## config.mk

```make
export PLATFORM = sky130hd
export DESIGN_NAME = pipe_hazard_ctrl
export DESIGN_NICKNAME = d
export VERILOG_FILES = /design/src/rtl/pipe_hazard_ctrl_pkg.sv /design/src/rtl/pipe_hazard_ctrl_sat_counter.sv /design/src/rtl/pipe_hazard_ctrl.sv
export SDC_FILE = /design/constraint.sdc
export NUM_CORES = 1
export LEC_CHECK = 0
export ABC_AREA = 1
export CORE_MARGIN = 2
export CORE_UTILIZATION = 52
export DETAILED_ROUTE_END_ITERATION = 10
export PLACE_DENSITY = 0.8
export SKIP_LAST_GASP = 1
export SLEW_MARGIN = 20
export SYNTH_ARGS = -nofsm -noshare
export SYNTH_HDL_FRONTEND = slang
export SYNTH_SLANG_ARGS = --single-unit
export TNS_END_PERCENT = 50
```

## constraint.sdc

```tcl
create_clock -name clk_i -period 2.5 [get_ports clk_i]
set_clock_uncertainty 0.1 [all_clocks]
set_input_delay 0.625 -clock clk_i [delete_from_list [all_inputs] [get_ports clk_i]]
set_output_delay 0.625 -clock clk_i [all_outputs]
set_load 0.1 [all_outputs]
```

## src/rtl/pipe_hazard_ctrl_pkg.sv

```systemverilog
// Shared pipeline types for the hazard controller:
// scoreboard entry, controller mode and register constants.
package pipe_hazard_ctrl_pkg;

    localparam logic [4:0] REG_ZERO = 5'd0;

    typedef struct packed {
        logic       valid;
        logic [4:0] rd;
    } sb_entry_t;

    typedef enum logic [1:0] {
        MODE_RUN   = 2'd0,
        MODE_STALL = 2'd1,
        MODE_FLUSH = 2'd2
    } mode_e;

    localparam sb_entry_t SB_EMPTY = '{valid: 1'b0, rd: REG_ZERO};

    function automatic logic sb_hit(input sb_entry_t e, input logic [4:0] r);
        return e.valid && (e.rd == r);
    endfunction

endpackage

```

## src/rtl/pipe_hazard_ctrl_sat_counter.sv

```systemverilog
// Saturating event counter with asynchronous active-high reset.
// Holds at all-ones instead of wrapping.
module sat_counter #(
    parameter int W = 16
) (
    input  logic         clk_i,
    input  logic         rst_i,
    input  logic         inc_i,
    output logic [W-1:0] cnt_o
);

    logic [W-1:0] cnt_q;
    logic [W-1:0] cnt_d;

    always_comb begin
        cnt_d = cnt_q;
        if (inc_i && (cnt_q != {W{1'b1}})) begin
            cnt_d = cnt_q + W'(1);
        end
    end

    always_ff @(posedge clk_i or posedge rst_i) begin
        if (rst_i) begin
            cnt_q <= '0;
        end else begin
            cnt_q <= cnt_d;
        end
    end

    assign cnt_o = cnt_q;

endmodule

```

## src/rtl/pipe_hazard_ctrl.sv

```systemverilog
// Stall/flush controller for the forwarding-less 5-stage pipeline.
// Tracks in-flight destinations in EX/MEM/WB and sequences PC and IF/ID.
module pipe_hazard_ctrl
    import pipe_hazard_ctrl_pkg::*;
#(
    parameter int CNT_W = 16
) (
    input  logic             clk_i,
    input  logic             rst_i,
    input  logic [4:0]       id_rs_i,
    input  logic [4:0]       id_rt_i,
    input  logic             id_rs_used_i,
    input  logic             id_rt_used_i,
    input  logic             id_reg_write_i,
    input  logic [4:0]       id_wr_reg_i,
    input  logic             br_taken_i,
    output logic             pc_write_o,
    output logic             ifid_write_o,
    output logic             ifid_flush_o,
    output logic             idex_bubble_o,
    output logic             exmem_bubble_o,
    output logic [CNT_W-1:0] stall_cnt_o,
    output logic [CNT_W-1:0] flush_cnt_o
);

    sb_entry_t sb_ex_q, sb_mem_q, sb_wb_q;
    sb_entry_t sb_ex_d, sb_mem_d, sb_wb_d;
    sb_entry_t id_entry;
    logic      first_q;
    logic      rs_hz, rt_hz, hz;
    mode_e     mode;

    // WB is matched too: the regfile write lands at the edge ending WB.
    always_comb begin
        rs_hz = id_rs_used_i && (id_rs_i != REG_ZERO)
              && (sb_hit(sb_ex_q, id_rs_i) || sb_hit(sb_mem_q, id_rs_i)
                  || sb_hit(sb_wb_q, id_rs_i));
        rt_hz = id_rt_used_i && (id_rt_i != REG_ZERO)
              && (sb_hit(sb_ex_q, id_rt_i) || sb_hit(sb_mem_q, id_rt_i)
                  || sb_hit(sb_wb_q, id_rt_i));
        hz    = rs_hz || rt_hz;
    end

    // Reset and the first cycle after release always run.
    always_comb begin
        mode = MODE_RUN;
        if (!rst_i && !first_q) begin
            if (br_taken_i) begin
                mode = MODE_FLUSH;
            end else if (hz) begin
                mode = MODE_STALL;
            end
        end
    end

    always_comb begin
        id_entry.valid = id_reg_write_i && (id_wr_reg_i != REG_ZERO);
        id_entry.rd    = id_wr_reg_i;

        pc_write_o     = 1'b1;
        ifid_write_o   = 1'b1;
        ifid_flush_o   = 1'b0;
        idex_bubble_o  = 1'b0;
        exmem_bubble_o = 1'b0;
        sb_ex_d        = id_entry;
        sb_mem_d       = sb_ex_q;
        sb_wb_d        = sb_mem_q;

        unique case (mode)
            MODE_FLUSH: begin
                ifid_flush_o   = 1'b1;
                idex_bubble_o  = 1'b1;
                exmem_bubble_o = 1'b1;
                sb_ex_d        = SB_EMPTY;
                sb_mem_d       = SB_EMPTY;
            end
            MODE_STALL: begin
                pc_write_o    = 1'b0;
                ifid_write_o  = 1'b0;
                idex_bubble_o = 1'b1;
                sb_ex_d       = SB_EMPTY;
            end
            MODE_RUN: begin
            end
            default: begin
            end
        endcase
    end

    always_ff @(posedge clk_i or posedge rst_i) begin
        if (rst_i) begin
            sb_ex_q  <= SB_EMPTY;
            sb_mem_q <= SB_EMPTY;
            sb_wb_q  <= SB_EMPTY;
            first_q  <= 1'b1;
        end else begin
            sb_ex_q  <= sb_ex_d;
            sb_mem_q <= sb_mem_d;
            sb_wb_q  <= sb_wb_d;
            first_q  <= 1'b0;
        end
    end

    sat_counter #(.W(CNT_W)) u_stall_cnt (
        .clk_i (clk_i),
        .rst_i (rst_i),
        .inc_i (mode == MODE_STALL),
        .cnt_o (stall_cnt_o)
    );

    sat_counter #(.W(CNT_W)) u_flush_cnt (
        .clk_i (clk_i),
        .rst_i (rst_i),
        .inc_i (mode == MODE_FLUSH),
        .cnt_o (flush_cnt_o)
    );

endmodule

```

==> reports/qor.yml, run 1 <==
status:
  status: "finished with violations"
  violations: "negative setup slack"
clocking:
  worstSkewPairLatency_ns: 0.31
  htree_num_levels: 2
  cts_sinks: 51
  clockBufferDepth: 2
  clockRootBuffer: "clkbuf_8"
  numCtsBuffers: 5
  clk_pin_slew_ns: 0.10
  cts_tree: "yes"
synth:
  syn-cell-area_um2: 3072
  yosysSeqAreaShare_pct: 41.59
  synth_cell_type_count: 28
  synthArstFlopShare_pct: 100.0
  synth_commonest_cells: "142 x nand2_1, 59 x inv_1, 56 x nor2_1"
  ys_warn_count: 0
  synth_top_area_cell: "dfrtp_1"
  synth_enable_flop_cells: 0
  ys_ff_latch: 51
  syn_avg_cell_area_um2: 7.228
  syn_nets: 450
  synthFlopType: "dfrtp_1"
  synth_area_leaders: "dfrtp_1 41%, nand2_1 17%, inv_1 7.2%"
  synth_top_area_share_pct: 40.73
  synth_most_common_cell: "nand2_1"
  synthCells: 425
grt:
  grt_pass1_wl_um: 12100
  antenna_found_initial: 0
  grt_pass1_vias: 2684
  grt-ovfl-total: 0
  grt_start_max_net_pins: 52
  grt_usage_pct: 24.05
route:
  routedWlPerCell_um: 12.68
  via_count: 2890
  first_iter_violations: 109
  first_pass_iters: 4
  postRouteAntennaNets: 0
  routed_wl_um: 7339
  vias_per_cell: 4.991
  drc: 0
final_layout:
  n_fill_cell: 471
  syn_to_final_growth_pct: 31.69
  fin_nets: 531
  final_cells: 579
  antenna_cells: 0
  drive_gt1_share_pct: 27.42
sta:
  slew_violations: 0
  fmax_mhz: 369.7
  setup_slack_ns: -0.2052
  hold-worst-slack_ns: 0.3332
  period_share_pct: 108.2
  setup_tns_ns: -0.8628
  rsz0062_at_grt: "yes"
  hold_violations: 0
  finalSetupViolCount: 5
  period_needed_ns: 2.705
setup_path:
  arrival_ns: 1.98
  r2r_start: "sb_ex_q[3]$_DFF_PP0_"
  reg2reg_to: "u_flush_cnt.cnt_o[8]$_DFFE_PP0P_"
  crit_type: "in2out"
  reg2reg_depth: 17
  crit_path_end_kind: "primary output"
  crit_required_ns: 1.77
  worst-path-max-fanout: 2
  start_kind: "input pin"
  reg2reg_slack_ns: 0.20
power_and_ir_drop:
  internal_power_uw: 1531
  seqPwrFrac_pct: 36.6
  p_comb_share_pct: 42.9
  p_per_area_nw_per_um2: 715.7
  switchingPower_uw: 1364
  clkPwrFrac_pct: 20.4
  switching_share_pct: 47.11
  max-vdd-ir-drop_v: 0.0007404
  p_leak_uw: 0.002066
flow_run:
  maxCapViolCount: 0
floorplan:
  pin_count: 58
  floorplan.initialDensity_pct: 54.77
  coreArea_um2: 5608
  die_w_um: 80.86
  die_area_um2: 6538
  rows: 27
  chipHeight_um: 80.86
placed_design:
  dp_hpwl_um: 5551
  gp_congestion: 0.8975
  dp_cells: 568
  portBuffers: 57
worst_hold_path:
  min-delay-start: "sb_mem_q[3]$_DFF_PP0_"
  min_to: "sb_wb_q[3]$_DFF_PP0_"
  whs_path_depth: 0
  hold_class: "reg2reg"
metrics by stage:
stage / util (%) / setup WS [ns] / area (um2) / total power (uW)
after detailed placement: 68.67 / -0.7422 / 3851 / 2300
final: 72.13 / -0.2052 / 4045 / 2895
after global routing: 72.13 / -0.3047 / 4045 / 3035
after floorplan: - / -0.4224 / 3118 / 1992
after global placement: 68.67 / -0.7188 / 3851 / 2275
after CTS: 71.13 / -0.2489 / 3989 / 2907
registers in the layout (all words and copies together) (netlist names):
name               count
sb_mem_q               6
u_stall_cnt.cnt_o     16
first_q                1
sb_wb_q                6
sb_ex_q                6
u_flush_cnt.cnt_o     16
layer usage:
metal | GRT usage [%] | share of wire [%] | vias to the layer above
met3 | 3.889 | 4.3 | 15
li1 | - | - | 1459
met4 | 9.661 | 2.3 | 0
met5 | 0 | 0 | -
met2 | 39.50 | 49 | 73
met1 | 31.82 | 44 | 1343
power by group through the flow:
| stage | clock network (uW) | logic (uW) | registers [uW] |
|---|---|---|---|
| 6_report | 591 | 1240 | 1060 |
| 5_1_grt | 645 | 1310 | 1080 |
| 4_1_cts | 613 | 1240 | 1060 |
| 3_5_place_dp | 0 | 1230 | 1070 |
| 3_3_place_gp | 0 | 1210 | 1070 |
| 2_1_floorplan | 0 | 325 | 1670 |
how the worst max path moves through the flow:
stage                     slack (ns)             to                   from
after global placement         -0.72  idex_bubble_o             id_rt_i[3]
after floorplan                -0.42     pc_write_o             id_rs_i[4]
after detailed placement       -0.74  idex_bubble_o             id_rt_i[3]
final                          -0.21     pc_write_o           id_rt_used_i
after CTS                      -0.25     pc_write_o             id_rs_i[4]
after global routing           -0.30     pc_write_o  sb_mem_q[0]$_DFF_PP0_
worst max-delay path, cell delays in order:
cell and delay (ns):
clkdlybuf4s50_1 0.46, o21ai_1 0.08, inv_1 0.08, nand2_2 0.07
a21oi_2 0.17, ha_4 0.18, clkinvlp_4 0.12, buf_12 0.18
cells in the final DEF, fill, tap and decap left out, types with 6 or more instances in the layout:
cell and count:
nand2_1 134, buf_4 52, nor2_1 51, dfrtp_1 50
inv_1 42, xor2_1 20, nand3_1 19, inv_2 14
nor2_2 10, o21ai_1 10, nand4_1 9, nand2_2 9
clkdlybuf4s50_1 8, xnor2_1 7, buf_12 7, o21ai_2 6
o21ai_0 6
what timing repair did:
item / CTS / global route
pin swaps: 16 / 17
hold endpoints to repair: 0 / 0
hold buffers: 0 / 0
setup endpoints to repair: 35 / 9
setup buffers: 2 / 1
gates resized for setup: 66 / 18
cells by family (layout without fill, tap and decap cells):
kind of cell,count (synthesis),after routing,share of synthesized area [%]
compound gates,23,23,4.358
other cells,1,1,0.1221
flops,51,51,41.59
xor+xnor,27,27,7.699
fa+ha+maj,4,4,1.629
buf+inv,70,152,9.857
simple gates,249,249,34.75
layout make-up:
cell class | count | area (um2) | area share [%]
clock buffers | 5 | 68.82 | 1.701
clock inverters | 3 | 46.29 | 1.144
inverters | 64 | 269.0 | 6.650
multi-input cells | 304 | 1577 | 38.97
flip-flops and latches | 51 | 1277 | 31.58
well taps | 72 | 90.09 | 2.227
repair buffers | 80 | 716.9 | 17.72
(Power assumes the default switching activity.)
==> run 2, diff against run 1 <==
Settings changed: CORE_UTILIZATION 52 to 47, PLACE_DENSITY 0.8 to 0.76.
Clock period 2.5 ns to 2.3 ns, I/O delays scaled along.
==> run 2 against run 1 <==
  * The flow still finishes with violations (negative setup slack)
  * Largest cell class unchanged
  * First-iteration DRC count increased by 0.92%
  * Combinational power up 9%
  * Sequential share of layout area is 0.44 points lower
==> reports/qor.yml, run 2 (synthesized netlist as in run 1, its figures left out) <==
status:
  status: "finished with violations"
  violations: "negative setup slack"
route:
  routedWlPerCell_um: 12.21  # -3.7%
  first_pass_iters: 6  # +2
  maxUsedRoutingLayer: "met4"
  vias_per_cell: 4.986  # -0.10%
  via_count: 2927  # +1.3%
  postRouteAntennaNets: 0  # unchanged
  met1_length_um: 3147  # -2.4%
  drc: 0  # unchanged
  routed_wl_um: 7167  # -2.3%
  met3_length_um: 446  # +42%
  met2_length_um: 3335  # -8.1%
  first_iter_violations: 110  # +0.92%
grt:
  antenna_found_initial: 0  # unchanged
  grt-ovfl-total: 0  # unchanged
  grt_pass1_wl_um: 11910  # -1.6%
  grt_pass1_vias: 2732  # +1.8%
  grt_usage_pct: 20.59  # -3.5 points
  grt_start_max_net_pins: 26  # -50%
worst_hold_path:
  min-delay-start: "sb_mem_q[3]$_DFF_PP0_"
  hold_class: "reg2reg"
floorplan:
  pin_count: 58  # unchanged
  chipHeight_um: 84.84  # +4.9%
  coreArea_um2: 6350  # +13%
  rows: 29  # +7.4%
  die_w_um: 84.84  # +4.9%
  floorplan.initialDensity_pct: 48.37  # -6.4 points
  die_area_um2: 7198  # +10%
setup_path:
  slowest_delay_ns: 0.19  # -0.27 ns
  crit_path_end_kind: "primary output"
  crit_slowest_cell: "buf_12"
  startpoint: "id_rt_i[2]"
  crit_type: "in2out"
  worst-path-max-fanout: 4  # +2
  crit_required_ns: 1.62  # -0.15 ns
  worstPathCellList: "buf_6 -> buf_6 -> inv_12 -> o21ai_2 -> nor2_1 -> nand3_1 -> nand3_1 -> nand2_2 -> a21oi_2 -> ha_4 -> clkinvlp_4 -> buf_12"
  r2r_start: "sb_wb_q[0]$_DFF_PP0_"
  start_kind: "input pin"
  arrival_ns: 1.97  # about the same
  reg2reg_slack_ns: 0.09  # -0.11 ns
final_layout:
  syn_to_final_growth_pct: 33.81
  drive_gt1_share_pct: 27.06  # -0.36 points
  antenna_cells: 0  # unchanged
  mostFrequentLayoutCells: "134 x nand2_1, 53 x nor2_1, 48 x buf_4, 48 x dfrtp_1, 43 x inv_1"
  n_fill_cell: 552  # +17%
  fin_util_pct: 64.73  # -7.4 points
  final_common_cell: "nand2_1"
  fin_nets: 534  # +0.56%
clocking:
  worstSkewPairLatency_ns: 0.30  # about the same
  clk_pin_slew_ns: 0.09  # about the same
  cts_sinks: 51  # unchanged
  cts_tree: "yes"
  numCtsBuffers: 5  # unchanged
  htree_num_levels: 2  # unchanged
  cts.hold.buffers_added: 0  # unchanged
  clockBufferDepth: 2  # unchanged
  clockRootBuffer: "clkbuf_8"
sta:
  setup_slack_ns: -0.3460  # -0.1408 ns
  slew_violations: 0  # unchanged
  rsz0062_at_grt: "yes"
  finalSetupViolCount: 5  # unchanged
  period_share_pct: 115.0
  hold_violations: 0  # unchanged
  period_needed_ns: 2.646
  fmax_mhz: 377.9
  hold-worst-slack_ns: 0.3421  # +0.008970 ns
placed_design:
  gp_congestion: 0.9457  # +5.4%
  portBuffers: 57  # unchanged
  dp_hpwl_um: 5610  # +1.1%
power_and_ir_drop:
  max-vdd-ir-drop_v: 0.0007706  # +4.1%
  p_leak_uw: 0.002073  # +0.33%
  p_per_area_nw_per_um2: 731.7  # +2.2%
flow_run:
  maxCapViolCount: 0  # unchanged
-- run 2: cell count changes in the layout (fill, tap and decap cells not counted), moves of 2 or more --
cell	change
clkbuf_1	+2
dfrtp_2	+2
nand3_1	+2
nand3_2	-2
buf_4	-4
nor2_1	+2
buf_12	+4
clkinv_2	+2
inv_2	-3
inv_12	+2
dfrtp_1	-2
inv_4	-3
-- run 2: area by class of cell --
cell class,instances,area [um2],area share [%]
well taps,77,96.34,2.344
repair buffers,82,784.5,19.09
clock inverters,1,5.005,0.1218
clock buffers,7,76.32,1.857
repair inverters,1,5.005,0.1218
multi-input cells,304,1565,38.08
flip-flops and latches,51,1280,31.14
inverters,64,297.8,7.245
-- run 2: power by group --
group	total [uW]	switching (uW)	leakage (uW)	internal, uW
logic	1350	1020	0.00139	333
clock network	496	282	0.0000422	214
registers	1160	143	0.000639	1020
total	3010	1440	0.00207	1560
-- run 2: worst paths after layout --
path                       depth (start not counted)                                end
max reg2reg                                       15   u_flush_cnt.cnt_o[2]$_DFFE_PP0P_
max in group asynchronous                          4              sb_mem_q[0]$_DFF_PP0_
min in group asynchronous                          3  u_flush_cnt.cnt_o[14]$_DFFE_PP0P_
min                                                0               sb_wb_q[3]$_DFF_PP0_
max                                               12                       ifid_write_o
min reg2reg                                        0               sb_wb_q[3]$_DFF_PP0_
-- run 2: routing by layer --
layer	vias to the layer above	track usage [%]
met4	0	9.380
met2	85	32.71
met3	23	3.696
met1	1355	27.62
li1	1464	-
met5	-	0
-- run 2: what timing repair did --
item | CTS | global route
endpoints found under the setup margin | 43 | 21
pin swaps | 17 | 13
setup buffers | 1 | 0
resized for setup | 59 | 16
cloned | 0 | 1
-- run 2: critical path: cells and delay by family --
family | cells | cell delay, ns
AO/OA/AOI/OAI | 2 | 0.22
adder cells (fa/ha/maj) | 1 | 0.17
buffers and inverters | 5 | 0.59
AND/OR/NAND/NOR | 4 | 0.41
-- run 2: per-stage QoR --
step / total power [uW] / setup WS [ns] / TNS, ns / cell area [um2] / std cells
floorplan: 2173 / -0.5224 / -2.132 / 3152 / 425
global placement: 2502 / -0.8184 / -23.75 / 3979 / 578
detailed placement: 2519 / -0.8496 / -25.77 / 3979 / 578
CTS: 3021 / -0.3263 / -1.267 / 4083 / 587
global route: 3155 / -0.4334 / -2.322 / 4110 / 587
finish: 3007 / -0.3460 / -1.414 / 4110 / 587
==> run 3, diff against run 2 <==
Settings changed: ABC_AREA 1 to not set, CORE_UTILIZATION 47 to 45.
==> run 3 against run 2 <==
  * The run still ends with negative setup slack left
  * Highest routed layer unchanged
  * Count of clock-buffer cells in the layout down 1
  * First-iteration DRC count down 59%
  * Non-clock buffer count up 9
  * Via count down 31%
  * Sequential share of layout area up 3.5 points
  * Die area down 14%
  * Clock power up 46%
  * Largest cell class unchanged
  * Global-route usage down 0.44 points
==> reports/qor.yml, run 3 <==
clocking:
  clockRootBuffer: "clkbuf_8"
  cts_sinks: 51  # unchanged
  htree_num_levels: 2  # unchanged
  clk_pin_slew_ns: 0.09  # about the same
  cts_tree: "yes"
  numCtsBuffers: 5  # unchanged
  clockBufferDepth: 2  # unchanged
  cts.hold.buffers_added: 0  # unchanged
  worstSkewPairLatency_ns: 0.31  # about the same
final_layout:
  syn_to_final_growth_pct: 46.64
  final_common_cell: "buf_4"
  final_cells: 395  # -33%
  mostFrequentLayoutCells: "64 x buf_4, 50 x dfrtp_1, 31 x xor2_1"
  n_fill_cell: 400  # -28%
  antenna_cells: 0  # unchanged
  fin_nets: 347  # -35%
  post-route-cell-area_um2: 3686  # -10%
  drive_gt1_share_pct: 38.39  # +11 points
sta:
  period_share_pct: 127.6  # +13 points
  finalSetupViolCount: 35  # +30
  period_needed_ns: 2.934  # +0.2877 ns
  slew_violations: 0  # unchanged
  rsz0062_at_grt: "yes"
  fmax_mhz: 340.9  # -9.8%
  hold_violations: 0  # unchanged
  setup_slack_ns: -0.6337  # -0.2877 ns
flow_run:
  maxCapViolCount: 0  # unchanged
setup_path:
  slowest_delay_ns: 0.51  # +0.32 ns
  crit_required_ns: 1.62  # about the same
  worstPathCellList: "buf_8 -> or4_4 -> o211ai_1 -> buf_4 -> o22ai_4 -> ha_4 -> clkinvlp_4 -> buf_12"
  crit_path_end_kind: "primary output"
  critPathBufInv: 4  # -1
  start_kind: "input pin"
  critical-path-top-delay-family: "buffers and inverters"
  crit_type: "in2out"
  worst-path-max-fanout: 3  # -1
  crit_slowest_cell: "or4_4"
  arrival_ns: 2.26  # +0.29 ns
route:
  vias_per_cell: 5.122  # +2.7%
  routedWlPerCell_um: 14.89  # +22%
  routed_wl_um: 5880  # -18%
  postRouteAntennaNets: 0  # unchanged
  drc: 0  # unchanged
  first_iter_violations: 45  # -59%
  met1_length_um: 2603  # -17%
  met3_length_um: 252  # -43%
  first_pass_iters: 4  # -2
  maxUsedRoutingLayer: "met4"
  via_count: 2023  # -31%
  met2_length_um: 2982  # -11%
synth:
  synth_commonest_cells: "50 x dfrtp_1, 31 x xor2_1, 22 x xnor2_1"
  synthArstFlopShare_pct: 100.0  # unchanged
  syn-cell-area_um2: 2514  # -18%
  synth_most_common_cell: "dfrtp_1"
  synth_cell_type_count: 36  # +29%
  yosysSeqAreaShare_pct: 50.82  # +9.2 points
  synth_top_area_share_pct: 49.78  # +9.0 points
  ys_warn_count: 0  # unchanged
  synth_enable_flop_cells: 0  # unchanged
  synthFlopType: "dfrtp_1"
  synth_area_leaders: "dfrtp_1 50%, xor2_1 11%, xnor2_1 7.7%"
  syn_nets: 254  # -44%
  synthCells: 229  # -46%
  synth_top_area_cell: "dfrtp_1"
  syn_avg_cell_area_um2: 10.98  # +52%
  ys_ff_latch: 51  # unchanged
placed_design:
  gp_congestion: 0.9156  # -3.2%
  portBuffers: 57  # unchanged
  dp_cells: 378  # -35%
  dp_hpwl_um: 4119  # -27%
  placed_area_um2: 3369  # -15%
  dp_slack_ns: -1.055  # -0.2052 ns
power_and_ir_drop:
  p_leak_uw: 0.001691  # -18%
  total_power_uw: 2534  # -16%
  max-vdd-ir-drop_v: 0.001276  # +66%
  p_per_area_nw_per_um2: 687.4  # -6.0%
floorplan:
  rows: 27  # -6.9%
  chipHeight_um: 78.74  # -7.2%
  die_area_um2: 6200  # -14%
  pin_count: 58  # unchanged
  die_w_um: 78.74  # -7.2%
  floorplan.initialDensity_pct: 46.22  # -2.2 points
  coreArea_um2: 5439  # -14%
status:
  status: "finished with violations"
  violations: "negative setup slack"
grt:
  grt-ovfl-total: 0  # unchanged
  grt_pass1_wl_um: 9825  # -17%
  grt_pass1_vias: 2089  # -24%
  grt_start_max_net_pins: 28  # +7.7%
  grt_usage_pct: 20.15  # -0.44 points
  antenna_found_initial: 0  # unchanged
worst_hold_path:
  hold_class: "reg2reg"
==> run 3: cell count changes after synthesis, moves of 11 or more <==
cell,change
xor2_1,+11
nand2_1,-129
o21ai_0,-13
nor2_1,-48
and3_1,+11
xnor2_1,+15
inv_1,-55
==> run 3: path summary, 6_finish.rpt <==
check | from | end | slack [ns] | cells past startpoint
max | id_rs_i[3] | idex_bubble_o | -0.63 | 8
min | sb_mem_q[2]$_DFF_PP0_ | sb_wb_q[2]$_DFF_PP0_ | 0.34 | 0
max reg2reg | sb_ex_q[3]$_DFF_PP0_ | u_flush_cnt.cnt_o[11]$_DFFE_PP0P_ | -0.37 | 13
min reg2reg | sb_mem_q[2]$_DFF_PP0_ | sb_wb_q[2]$_DFF_PP0_ | 0.34 | 0
max in group asynchronous | rst_i | u_flush_cnt.cnt_o[0]$_DFFE_PP0P_ | 1.30 | 4
min in group asynchronous | rst_i | u_stall_cnt.cnt_o[4]$_DFFE_PP0P_ | 0.51 | 4
==> run 3: area by class of cell <==
class                      instances  area (um2)  share of cell area, %
timing repair buffer              91       800.8                  21.72
sequential                        51        1277                  34.66
inverter                           4       22.52                 0.6110
clock inverter                     2       60.06                  1.629
tap                               72       90.09                  2.444
multi-input combinational        169        1363                  36.97
clock buffer                       6       72.57                  1.969
==> run 3: per-layer routing <==
layer / up-vias / GRT usage [%]
li1: 989 / -
met1: 988 / 26.34
met2: 42 / 33.50
met3: 4 / 4.545
met4: 0 / 6.316
met5: - / 0
==> run 3: timing repair <==
action / CTS / global route
setup endpoints to repair: 49 / 43
setup buffers: 10 / 2
resized for setup: 65 / 13
pin swaps: 27 / 15
==> run 3: per-stage QoR <==
step                utilization (%)  hold WS [ns]  TNS, ns
detailed placement            61.95        0.3264   -38.63
finish                        67.77        0.3409   -10.93
floorplan                         -        0.2731   -11.55
CTS                           66.69        0.3454   -10.37
global placement              61.95        0.3092   -38.49
global route                  67.77        0.3630   -15.47
==> run 3: worst register-to-register path: cells and delay by family, from the launching register on <==
kind            cells  cell delay, ns
simple gates        6            0.97
flops               1            0.42
buf+inv             3            0.36
xor+xnor            2            0.30
compound gates      1            0.22
fa+ha+maj           1            0.21
==> run 3: cell families (layout without fill, tap and decap cells) <==
| group | count (synthesis) | count (layout) | synth area share, % |
|---|---|---|---|
| flip-flops | 51 | 51 | 50.82 |
| buffers and inverters | 9 | 103 | 1.692 |
| other | 1 | 1 | 0.1492 |
| AND/OR/NAND/NOR | 90 | 90 | 20.26 |
| multiplexers | 4 | 4 | 1.742 |
| adder cells (fa/ha/maj) | 4 | 4 | 1.991 |
| XOR/XNOR | 53 | 53 | 18.47 |
| AO/OA/AOI/OAI | 17 | 17 | 4.878 |
==> run 3: power by group <==
part / internal (uW) / switching, uW
combinational: 225 / 514
sequential: 968 / 101
clock: 435 / 291
